==> config.mk <==
export PLATFORM = sky130hd
export DESIGN_NAME = multicycle_control_flat
export DESIGN_NICKNAME = d
export VERILOG_FILES = /design/src/rtl/multicycle_control_if.sv /design/src/rtl/multicycle_control.sv /design/src/flat_wrapper.sv
export SDC_FILE = /design/constraint.sdc
export NUM_CORES = 1
export LEC_CHECK = 0
export CORE_MARGIN = 2
export CORE_UTILIZATION = 42
export CTS_CLUSTER_DIAMETER = 50
export DETAILED_ROUTE_END_ITERATION = 8
export GPL_ROUTABILITY_DRIVEN = 0
export PLACE_DENSITY = 0.87
export SYNTH_ARGS = -nofsm -noshare
export SYNTH_HDL_FRONTEND = slang
export SYNTH_SLANG_ARGS = --single-unit
export TNS_END_PERCENT = 5
==> constraint.sdc <==
create_clock -name i_clk -period 4.6 [get_ports i_clk]
set_input_delay 0.46 -clock i_clk [delete_from_list [all_inputs] [get_ports i_clk]]
set_output_delay 0.46 -clock i_clk [all_outputs]
set_load 0.01 [all_outputs]
==> src/rtl/multicycle_control_if.sv <==
// rtl/multicycle_control_if.sv - operation/select bus between the multicycle control FSM and the RV32I datapath
//
// Purpose : bundles every signal exchanged between the control FSM and the
//           datapath (ALU, register file, PC, IR, memory port).
// Modports: master - the control FSM (drives alu_op, selects, enables, illegal;
//                    consumes instr, zero, mem_ready)
//           slave  - the datapath (the mirror image)
interface multicycle_control_if;
   logic [31:0] instr;
   logic        zero;
   logic        mem_ready;
   logic [3:0]  alu_op;
   logic [1:0]  alu_src_a;
   logic [1:0]  alu_src_b;
   logic [2:0]  imm_sel;
   logic [1:0]  result_src;
   logic        addr_src;
   logic        pc_write;
   logic        ir_write;
   logic        reg_write;
   logic        mem_read;
   logic        mem_write;
   logic        pc_lsb_clear;
   logic        illegal;

   modport master (
      input  instr, zero, mem_ready,
      output alu_op, alu_src_a, alu_src_b, imm_sel, result_src, addr_src,
             pc_write, ir_write, reg_write, mem_read, mem_write,
             pc_lsb_clear, illegal
   );

   modport slave (
      output instr, zero, mem_ready,
      input  alu_op, alu_src_a, alu_src_b, imm_sel, result_src, addr_src,
             pc_write, ir_write, reg_write, mem_read, mem_write,
             pc_lsb_clear, illegal
   );
endinterface

==> src/rtl/multicycle_control.sv <==
// rtl/multicycle_control.sv - multicycle RV32I control FSM (fetch/decode/execute/memory/writeback)
//
// Purpose : sequences each instruction through its multicycle states and
//           produces alu_op plus every datapath select and write enable.
//           Stalls in FETCH / MEM_READ / MEM_WRITE until mem_ready.
//           Unknown or malformed encodings park the FSM in TRAP with the
//           sticky illegal flag set until reset.
// Ports   : i_clk - rising-edge clock
//           i_rst - synchronous active-high reset
//           bus   - multicycle_control_if.master (instr/zero/mem_ready in,
//                   alu_op, selects, enables, illegal out)
module multicycle_control (
   input  logic                        i_clk,
   input  logic                        i_rst,
   multicycle_control_if.master        bus
);

   // ALU operation codes
   localparam logic [3:0] OP_ADD  = 4'd0;
   localparam logic [3:0] OP_SUB  = 4'd1;
   localparam logic [3:0] OP_AND  = 4'd2;
   localparam logic [3:0] OP_OR   = 4'd3;
   localparam logic [3:0] OP_XOR  = 4'd4;
   localparam logic [3:0] OP_SLL  = 4'd5;
   localparam logic [3:0] OP_SRL  = 4'd6;
   localparam logic [3:0] OP_SRA  = 4'd7;
   localparam logic [3:0] OP_SLT  = 4'd8;
   localparam logic [3:0] OP_SLTU = 4'd9;

   // Source / immediate / result selects
   localparam logic [1:0] SA_PC     = 2'd0;
   localparam logic [1:0] SA_OLDPC  = 2'd1;
   localparam logic [1:0] SA_RS1    = 2'd2;
   localparam logic [1:0] SA_ZERO   = 2'd3;
   localparam logic [1:0] SB_RS2    = 2'd0;
   localparam logic [1:0] SB_IMM    = 2'd1;
   localparam logic [1:0] SB_FOUR   = 2'd2;
   localparam logic [2:0] IMM_I     = 3'd0;
   localparam logic [2:0] IMM_S     = 3'd1;
   localparam logic [2:0] IMM_B     = 3'd2;
   localparam logic [2:0] IMM_U     = 3'd3;
   localparam logic [2:0] IMM_J     = 3'd4;
   localparam logic [1:0] RS_ALUOUT = 2'd0;
   localparam logic [1:0] RS_MEM    = 2'd1;
   localparam logic [1:0] RS_DIRECT = 2'd2;

   // Opcodes
   localparam logic [6:0] OPC_R      = 7'b0110011;
   localparam logic [6:0] OPC_I      = 7'b0010011;
   localparam logic [6:0] OPC_LOAD   = 7'b0000011;
   localparam logic [6:0] OPC_STORE  = 7'b0100011;
   localparam logic [6:0] OPC_BRANCH = 7'b1100011;
   localparam logic [6:0] OPC_JAL    = 7'b1101111;
   localparam logic [6:0] OPC_JALR   = 7'b1100111;
   localparam logic [6:0] OPC_LUI    = 7'b0110111;
   localparam logic [6:0] OPC_AUIPC  = 7'b0010111;
   localparam logic [6:0] OPC_FENCE  = 7'b0001111;

   typedef enum logic [3:0] {
      S_FETCH     = 4'd0,
      S_DECODE    = 4'd1,
      S_EXEC_R    = 4'd2,
      S_EXEC_I    = 4'd3,
      S_LUI       = 4'd4,
      S_MEM_ADDR  = 4'd5,
      S_MEM_READ  = 4'd6,
      S_MEM_WB    = 4'd7,
      S_MEM_WRITE = 4'd8,
      S_ALU_WB    = 4'd9,
      S_BRANCH    = 4'd10,
      S_JAL       = 4'd11,
      S_JALR      = 4'd12,
      S_JALR_LINK = 4'd13,
      S_TRAP      = 4'd14
   } t_state;

   t_state      r_state;
   t_state      w_next;
   logic        r_illegal;

   logic [6:0]  w_opcode;
   logic [2:0]  w_f3;
   logic [6:0]  w_f7;
   logic        w_r_legal;
   logic        w_i_legal;
   logic        w_br_legal;
   logic        w_br_taken;
   logic        w_jalr_legal;

   // Un-gated enables; reset masking is applied at the output assigns
   logic        w_pc_write;
   logic        w_ir_write;
   logic        w_reg_write;
   logic        w_mem_read;
   logic        w_mem_write;

   assign w_opcode = bus.instr[6:0];
   assign w_f3     = bus.instr[14:12];
   assign w_f7     = bus.instr[31:25];

   // R-type: funct7 0x20 is only meaningful for SUB and SRA
   assign w_r_legal = (w_f7 == 7'h00) ||
                      ((w_f7 == 7'h20) && ((w_f3 == 3'b000) || (w_f3 == 3'b101)));

   // I-type: only the shift encodings constrain instr[31:25]
   always_comb begin
      w_i_legal = 1'b1;
      if (w_f3 == 3'b001)
         w_i_legal = (w_f7 == 7'h00);
      else if (w_f3 == 3'b101)
         w_i_legal = (w_f7 == 7'h00) || (w_f7 == 7'h20);
   end

   assign w_br_legal   = (w_f3[2:1] != 2'b01);
   // f3[2] picks the compare flavour (equality vs less-than), f3[0] inverts it:
   // BEQ/BGE/BGEU take on zero, BNE/BLT/BLTU take on !zero.
   assign w_br_taken   = (w_f3[2] ? ~bus.zero : bus.zero) ^ w_f3[0];
   assign w_jalr_legal = (w_f3 == 3'b000);

   // ---------------------------------------------------------------- state register
   always_ff @(posedge i_clk) begin
      if (i_rst) begin
         r_state   <= S_FETCH;
         r_illegal <= 1'b0;
      end else begin
         r_state <= w_next;
         if (w_next == S_TRAP)
            r_illegal <= 1'b1;
      end
   end

   // ---------------------------------------------------------------- next state
   always_comb begin
      w_next = r_state;
      case (r_state)
         S_FETCH:     if (bus.mem_ready) w_next = S_DECODE;
         S_DECODE: begin
            case (w_opcode)
               OPC_R:               w_next = S_EXEC_R;
               OPC_I:               w_next = S_EXEC_I;
               OPC_LOAD, OPC_STORE: w_next = S_MEM_ADDR;
               OPC_BRANCH:          w_next = S_BRANCH;
               OPC_JAL:             w_next = S_JAL;
               OPC_JALR:            w_next = S_JALR;
               OPC_LUI:             w_next = S_LUI;
               OPC_AUIPC:           w_next = S_ALU_WB;
               OPC_FENCE:           w_next = S_FETCH;
               default:             w_next = S_TRAP;
            endcase
         end
         S_EXEC_R:    w_next = w_r_legal ? S_ALU_WB : S_TRAP;
         S_EXEC_I:    w_next = w_i_legal ? S_ALU_WB : S_TRAP;
         S_LUI:       w_next = S_ALU_WB;
         S_ALU_WB:    w_next = S_FETCH;
         S_MEM_ADDR:  w_next = (w_opcode == OPC_LOAD) ? S_MEM_READ : S_MEM_WRITE;
         S_MEM_READ:  if (bus.mem_ready) w_next = S_MEM_WB;
         S_MEM_WB:    w_next = S_FETCH;
         S_MEM_WRITE: if (bus.mem_ready) w_next = S_FETCH;
         S_BRANCH:    w_next = w_br_legal ? S_FETCH : S_TRAP;
         S_JAL:       w_next = S_ALU_WB;
         S_JALR:      w_next = w_jalr_legal ? S_JALR_LINK : S_TRAP;
         S_JALR_LINK: w_next = S_FETCH;
         S_TRAP:      w_next = S_TRAP;
         default:     w_next = S_FETCH;
      endcase
   end

   // ---------------------------------------------------------------- outputs
   always_comb begin
      bus.alu_op       = OP_ADD;
      bus.alu_src_a    = SA_PC;
      bus.alu_src_b    = SB_RS2;
      bus.imm_sel      = IMM_I;
      bus.result_src   = RS_ALUOUT;
      bus.addr_src     = 1'b0;
      bus.pc_lsb_clear = 1'b0;
      w_pc_write       = 1'b0;
      w_ir_write       = 1'b0;
      w_reg_write      = 1'b0;
      w_mem_read       = 1'b0;
      w_mem_write      = 1'b0;
      case (r_state)
         S_FETCH: begin
            // ALU forms pc+4 while memory returns the instruction
            w_mem_read     = 1'b1;
            bus.alu_src_a  = SA_ZERO == SA_ZERO ? SA_PC : SA_PC;
            bus.alu_src_b  = SB_FOUR;
            bus.result_src = RS_DIRECT;
            w_ir_write     = bus.mem_ready;
            w_pc_write     = bus.mem_ready;
         end
         S_DECODE: begin
            // Speculative target old_pc+imm lands in alu_out for branch/JAL/AUIPC
            bus.alu_src_a = SA_OLDPC;
            bus.alu_src_b = SB_IMM;
            if (w_opcode == OPC_JAL)
               bus.imm_sel = IMM_J;
            else if (w_opcode == OPC_AUIPC)
               bus.imm_sel = IMM_U;
            else
               bus.imm_sel = IMM_B;
         end
         S_EXEC_R: begin
            bus.alu_src_a = SA_RS1;
            bus.alu_src_b = SB_RS2;
            case (w_f3)
               3'b000:  bus.alu_op = (w_f7 == 7'h20) ? OP_SUB : OP_ADD;
               3'b001:  bus.alu_op = OP_SLL;
               3'b010:  bus.alu_op = OP_SLT;
               3'b011:  bus.alu_op = OP_SLTU;
               3'b100:  bus.alu_op = OP_XOR;
               3'b101:  bus.alu_op = (w_f7 == 7'h20) ? OP_SRA : OP_SRL;
               3'b110:  bus.alu_op = OP_OR;
               default: bus.alu_op = OP_AND;
            endcase
         end
         S_EXEC_I: begin
            bus.alu_src_a = SA_RS1;
            bus.alu_src_b = SB_IMM;
            bus.imm_sel   = IMM_I;
            case (w_f3)
               3'b000:  bus.alu_op = OP_ADD;
               3'b001:  bus.alu_op = OP_SLL;
               3'b010:  bus.alu_op = OP_SLT;
               3'b011:  bus.alu_op = OP_SLTU;
               3'b100:  bus.alu_op = OP_XOR;
               3'b101:  bus.alu_op = bus.instr[30] ? OP_SRA : OP_SRL;
               3'b110:  bus.alu_op = OP_OR;
               default: bus.alu_op = OP_AND;
            endcase
         end
         S_LUI: begin
            bus.alu_src_a = SA_ZERO;
            bus.alu_src_b = SB_IMM;
            bus.imm_sel   = IMM_U;
         end
         S_ALU_WB: begin
            w_reg_write    = 1'b1;
            bus.result_src = RS_ALUOUT;
         end
         S_MEM_ADDR: begin
            bus.alu_src_a = SA_RS1;
            bus.alu_src_b = SB_IMM;
            bus.imm_sel   = (w_opcode == OPC_LOAD) ? IMM_I : IMM_S;
         end
         S_MEM_READ: begin
            w_mem_read   = 1'b1;
            bus.addr_src = 1'b1;
         end
         S_MEM_WB: begin
            w_reg_write    = 1'b1;
            bus.result_src = RS_MEM;
         end
         S_MEM_WRITE: begin
            w_mem_write  = 1'b1;
            bus.addr_src = 1'b1;
         end
         S_BRANCH: begin
            bus.alu_src_a  = SA_RS1;
            bus.alu_src_b  = SB_RS2;
            bus.result_src = RS_ALUOUT;
            case (w_f3[2:1])
               2'b00:   bus.alu_op = OP_SUB;
               2'b10:   bus.alu_op = OP_SLT;
               default: bus.alu_op = OP_SLTU;
            endcase
            w_pc_write = w_br_legal & w_br_taken;
         end
         S_JAL: begin
            // PC takes the DECODE target from alu_out; ALU forms the link value
            w_pc_write     = 1'b1;
            bus.result_src = RS_ALUOUT;
            bus.alu_src_a  = SA_OLDPC;
            bus.alu_src_b  = SB_FOUR;
         end
         S_JALR: begin
            bus.alu_src_a    = SA_RS1;
            bus.alu_src_b    = SB_IMM;
            bus.imm_sel      = IMM_I;
            bus.result_src   = RS_DIRECT;
            w_pc_write       = w_jalr_legal;
            bus.pc_lsb_clear = w_jalr_legal;
         end
         S_JALR_LINK: begin
            bus.alu_src_a  = SA_OLDPC;
            bus.alu_src_b  = SB_FOUR;
            bus.result_src = RS_DIRECT;
            w_reg_write    = 1'b1;
         end
         default: ;
      endcase
   end

   // Reset masks every enable so an aborted instruction commits nothing
   assign bus.pc_write  = w_pc_write  & ~i_rst;
   assign bus.ir_write  = w_ir_write  & ~i_rst;
   assign bus.reg_write = w_reg_write & ~i_rst;
   assign bus.mem_read  = w_mem_read  & ~i_rst;
   assign bus.mem_write = w_mem_write & ~i_rst;
   assign bus.illegal   = r_illegal   & ~i_rst;

endmodule

==> src/flat_wrapper.sv <==
// flat-port wrapper written by rule: the top's interface ports become plain ports
module multicycle_control_flat 
  (i_clk, i_rst, bus_instr, bus_zero, bus_mem_ready, bus_alu_op, bus_alu_src_a, bus_alu_src_b, bus_imm_sel, bus_result_src, bus_addr_src, bus_pc_write, bus_ir_write, bus_reg_write, bus_mem_read, bus_mem_write, bus_pc_lsb_clear, bus_illegal);
  multicycle_control_if bus_i ();
  input  logic i_clk;
  input  logic i_rst;
  input wire logic [$bits(bus_i.instr)-1:0] bus_instr;
  input wire logic [$bits(bus_i.zero)-1:0] bus_zero;
  input wire logic [$bits(bus_i.mem_ready)-1:0] bus_mem_ready;
  output wire logic [$bits(bus_i.alu_op)-1:0] bus_alu_op;
  output wire logic [$bits(bus_i.alu_src_a)-1:0] bus_alu_src_a;
  output wire logic [$bits(bus_i.alu_src_b)-1:0] bus_alu_src_b;
  output wire logic [$bits(bus_i.imm_sel)-1:0] bus_imm_sel;
  output wire logic [$bits(bus_i.result_src)-1:0] bus_result_src;
  output wire logic [$bits(bus_i.addr_src)-1:0] bus_addr_src;
  output wire logic [$bits(bus_i.pc_write)-1:0] bus_pc_write;
  output wire logic [$bits(bus_i.ir_write)-1:0] bus_ir_write;
  output wire logic [$bits(bus_i.reg_write)-1:0] bus_reg_write;
  output wire logic [$bits(bus_i.mem_read)-1:0] bus_mem_read;
  output wire logic [$bits(bus_i.mem_write)-1:0] bus_mem_write;
  output wire logic [$bits(bus_i.pc_lsb_clear)-1:0] bus_pc_lsb_clear;
  output wire logic [$bits(bus_i.illegal)-1:0] bus_illegal;
  assign bus_i.instr = bus_instr;
  assign bus_i.zero = bus_zero;
  assign bus_i.mem_ready = bus_mem_ready;
  assign bus_alu_op = bus_i.alu_op;
  assign bus_alu_src_a = bus_i.alu_src_a;
  assign bus_alu_src_b = bus_i.alu_src_b;
  assign bus_imm_sel = bus_i.imm_sel;
  assign bus_result_src = bus_i.result_src;
  assign bus_addr_src = bus_i.addr_src;
  assign bus_pc_write = bus_i.pc_write;
  assign bus_ir_write = bus_i.ir_write;
  assign bus_reg_write = bus_i.reg_write;
  assign bus_mem_read = bus_i.mem_read;
  assign bus_mem_write = bus_i.mem_write;
  assign bus_pc_lsb_clear = bus_i.pc_lsb_clear;
  assign bus_illegal = bus_i.illegal;
  multicycle_control u_core (.i_clk(i_clk), .i_rst(i_rst), .bus(bus_i));
endmodule
# [Word-level counts from Yosys, hierarchy flattened]
# Cells that the tools add are included.
# W data, S select, Z words.
[totals] ram_bits=0 romBits=0 inputBits=36 latch_bits=0 memories=0 ff_bits=5
[classes] addsub=0 mul=0 div_mod_pow=0 magnitude_cmp=0 eq_ne=34 shifts=0 mux=34 bitwise=10 reduce_logical=18
[op_table] op="$pmux W4 S7" n=2
[op_table] op="$pmux W4 S11" n=1
[op_table] op="$pmux W4 S9" n=1
[op_table] op="$eq A4 B4 Y1 const B" n=8
[op_table] op="$eq A7 B6 Y1 const B" n=4
[op_table] op="$eq A7 B7 Y1 const B" n=3
[op_table] op="$mux W4" n=5
[op_table] op="$eq A4 B3 Y1 const B" n=4
[op_table] op="$eq A7 B5 Y1 const B" n=2
[op_table] op="$mux W1" n=14
[op_table] op="$pmux W4 S3" n=1
[op_table] op="$reduce_or A3 Y1" n=4
[op_table] op="$reduce_or A5 Y1" n=2
[op_table] op="$eq A3 B3 Y1 const B" n=3
[op_table] op="$mux W3" n=3
[op_table] op="$pmux W3 S3" n=1
[op_table] op="$eq A4 B2 Y1 const B" n=2
[op_table] op="$pmux W2 S2" n=2
[op_table] op="$pmux W4 S2" n=1
[op_table] op="$reduce_or A2 Y1" n=4
[op_table] op="$and A1 B1 Y1" n=7
[op_table] op="$eq A7 B2 Y1 const B" n=1
[op_table] op="$eq A7 B4 Y1 const B" n=1
[op_table] op="$logic_not A7 Y1" n=1
[op_table] op="other kinds (15)" n=19

# [Longest topological paths before layout]
[depth] ltp_word=7 mapped_depth=7

# [Worst setup path after synthesis]
# OpenSTA, ideal clock, no wires.
[synth_path] path_type="input port to output port" from="input port bus_instr[14]" to="output port bus_alu_op[0]" path_stages=5 t_arrival_ps=1724 path_slack_ps=2416 t_required_ps=4140 path_cell_list="clkbuf_1 > nor2b_1 > nor2_1 > a221o_1 > a221o_1"
[synth_via] elab_chain_len=3 elab_cells_between_ends=13 classes_between="eq/ne (7); mux (4); reduce/logical (2)"
[synth_lines] item="from (decl)" line_no="flat_wrapper.sv:7" text="input wire logic [$bits(bus_i.instr)-1:0] bus_instr;"
[synth_lines] item="$eq A3 B3 Y1 (tied with other cells)" line_no="multicycle_control.sv:206, multicycle_control.sv:221"
[synth_lines] item="$pmux W4 S7 (tied with other cells)" line_no="multicycle_control.sv:221" text="case (w_f3)"
[synth_lines] item="$pmux W4 S3 *" line_no="multicycle_control.sv:182" text="case (r_state)"
[synth_lines] item="to (decl)" line_no="flat_wrapper.sv:10" text="output wire logic [$bits(bus_i.alu_op)-1:0] bus_alu_op;"
# Every way passes the cells marked *; elsewhere a longest branch is shown, timed or not.

# [Worst setup path in the final report]
# Same ends and word-level chain as after synthesis.

==> implementation parameters <==
Parameter                              Value

Routing
  Total number of vias    1291
  Number of iterations in the first detailed-routing pass    4
  Final routed DRC violation total    0
  Final routed wire length divided by cell count    13.18 µm
  Final antenna-violating net count    0
  Iter 0 DRT Violations    42
  Vias per cell    5.763
  Final wirelength    2953 µm

Power and ir drop
  Pwr dens    415.8 mW/mm²
  Largest vdd supply drop    0.3025 mV
  Leakage Power    0.0005246 µW

STA
  Top achievable clock speed    317.2 MHz
  Worst-case clock skew    0.006437 ns
  Unrepaired setup endpoints after global routing    no
  Total of endpoints with negative setup slack in the final report    0
  Hold Fails Final Rpt    0
  Pins over their slew limit    0
  Final min period    3.153 ns
  Sum of negative setup slack    0 ns
  Worst-case headroom to the max-slew limit    0.5086
  Final period utilization    0.6854
  Final worst slack    1.447 ns
  Slew of the pin with the lowest slew margin    0.7361 ns

Finish
  Fraction of layout cells with a size suffix above 1    0.05670
  Fill count    228
  Net count reported at finish    231
  Total inserted antenna cells    0
  Layout overhead on the synthesized area    39.95%

Yosys
  Number of library cell types mapped by synthesis    50
  Cell with the most instances after synthesis    nand2_1
  Primary FF master, synth    dfxtp_1
  Area fraction in and, or, nand and nor cells after synthesis    0.4622
  Yosys top cell by area    dfxtp_1
  Mux share of post-synthesis cell area    0.009456
  Mean instance size in the synthesized netlist    6.534 µm²
  Parity-gate share of the synthesized area counting xor and xnor cells    0.01655
  Sequential-to-total area share from yosys stat    0.09456
  Top cell type's share of synthesized area    0.09456
  Synth top area cells    dfxtp_1 (9.5%), nand2_1 (7.4%), a21oi_1 (5.7%), nor2_1 (5.3%), nand2b_1 (4.7%)
  Netlist area before placement    0.001059 mm²
  Adder and majority cell fraction of the synthesized area    0
  Share of flip-flops with an asynchronous set or reset    0
  Number of enable-type register cells in the synthesized netlist    0
  Number of warning messages in the yosys log    0
  #FFs+latches synth    5
  Most common library cells after synthesis    nand2_1 (21), nor2_1 (15), a21oi_1 (12), o21ai_0 (10), clkbuf_1 (9)
  Complex-gate fraction of the synthesized area    0.3546
  Dominant combinational cell family by area after synthesis    simple AND/OR/NAND/NOR gates
  Syn Inst Count    162
  Nets in the synthesized netlist    198

Worst setup path
  CP Data Arrival Time    2.69 ns
  Worst-path maximum fanout    12
  Setup crit start kind    input port
  Class of the most critical setup path    in -> out
  CP endpoint kind    primary output
  Req. time, crit path    4.14 ns
  Register-to-Register Setup Slack    2.21 ns

Floorplan
  Chip Width    54.20 µm
  Count of standard-cell rows    18
  Die height    54.20 µm
  Core region area    0.002432 mm²
  Starting density of the core    0.4352
  Die ar.    0.002938 mm²
  Number of top-level design ports    57

Clock tree
  Root Buffer    clkbuf_4
  Hold-fix buffers, CTS    0
  Clock latency on the worst-skew pair    0.25 ns
  Sinks on the clock net    5
  Buffers inserted by post-CTS timing repair    0
  Cells resized by post-CTS repair    0
  Maximum root-to-sink buffer count    2
  H-Tree Depth    1
  Clock-pin slew reported for the worst setup and hold paths after clock tree synthesis    0.05 ns
  Total CTS buffers    3
  CTS tree    done

GRT
  GR Util All Layers    0.2170
  Pin count of the biggest net entering global routing    26
  Via count of the first global-routing pass    1101
  Total gr overflow    0
  Antenna violations before repair    0
  Wire length of the first global-routing pass    4878 µm

Placement
  Placement Setup Slack    1.453 ns
  Total half-perimeter wirelength after legalization and detailed placement    2182 µm
  Port Buffers    41

Job
  Max-capacitance violation count    0

Min path
  Type of the tightest min-delay check    reg -> reg

Run status
  Run status    complete, no violations
final cells by class:
class / instances / area [µm²] / share of cell area
inverter: 4 / 15.01 / 0.01014
clock buffer: 4 / 26.28 / 0.01774
multi-input combinational: 140 / 892.1 / 0.6022
timing repair buffer: 41 / 410.4 / 0.2770
tap: 30 / 37.54 / 0.02534
sequential: 5 / 100.1 / 0.06757
through the flow:
stage	power (µW)	hold WS [ns]	cells	utilization	cell area [µm²]
global placement	554.5	0.4593	220	0.5983	1455
floorplan	380.4	0.4432	162	-	1059
CTS	618.2	0.4769	224	0.6091	1481
detailed placement	563.1	0.4668	220	0.5983	1455
global route	679.4	0.5004	224	0.6091	1481
finish	616.0	0.4719	224	0.6091	1481
layout by cell type (no fill, tap or decap), drive strengths merged, types with 3 or more instances in the layout:
cell and instances:
nand3 7, nor2b 5, dfxtp 5, a21oi 12
o21ai 10, nand2 21, and3b 4, inv 4
nor4 3, nor2 15, nor3 9, nand2b 8
clkbuf 4, o31ai 3, nor3b 4, clkdlybuf4s50 41
per-layer routing:
metal	global-route usage	up-vias	share of wire	routed length, µm
met3	0.03333	2	0.052	155
met5	0	-	0	0
li1	-	672	-	-
met2	0.3313	44	0.47	1393
met1	0.3190	573	0.47	1390
met4	0.04167	0	0.0044	13
critical path, stage by stage:
cell             delay, ns
clkdlybuf4s50_1       0.70
nor2b_1               0.32
nor2_1                0.08
a221o_1               0.32
a221o_1               0.34
clkdlybuf4s50_1       0.47
kinds of logic (layout without fill, tap and decap cells):
family	count (synthesis)	after routing
and+or+nand+nor	88	88
AOI/OAI and AO/OA	49	49
buffers and inverters	17	49
DFF	5	5
xor gates and xnor gates	2	2
muxes	1	1
report_power, final:
group / total, µW / internal (µW) / switching (µW)
Clock: 52.3 / 32.9 / 19.4
Combinational: 439 / 238 / 201
Sequential: 125 / 58.0 / 67.0
state kept, by name, summed over array words and instances (netlist names):
name,count
u_core.r_illegal,1
u_core.r_state,4
path summary, 6_finish.rpt:
check,cells after the start,to,start
worst max register to register,6,u_core.r_illegal,u_core.r_state[0]
worst min register to register,2,u_core.r_illegal,u_core.r_illegal
worst max-delay path,6,bus_alu_op[0],bus_instr[14]
worst min-delay path,2,u_core.r_illegal,u_core.r_illegal
Note: power is estimated with default switching activity, not from simulation.
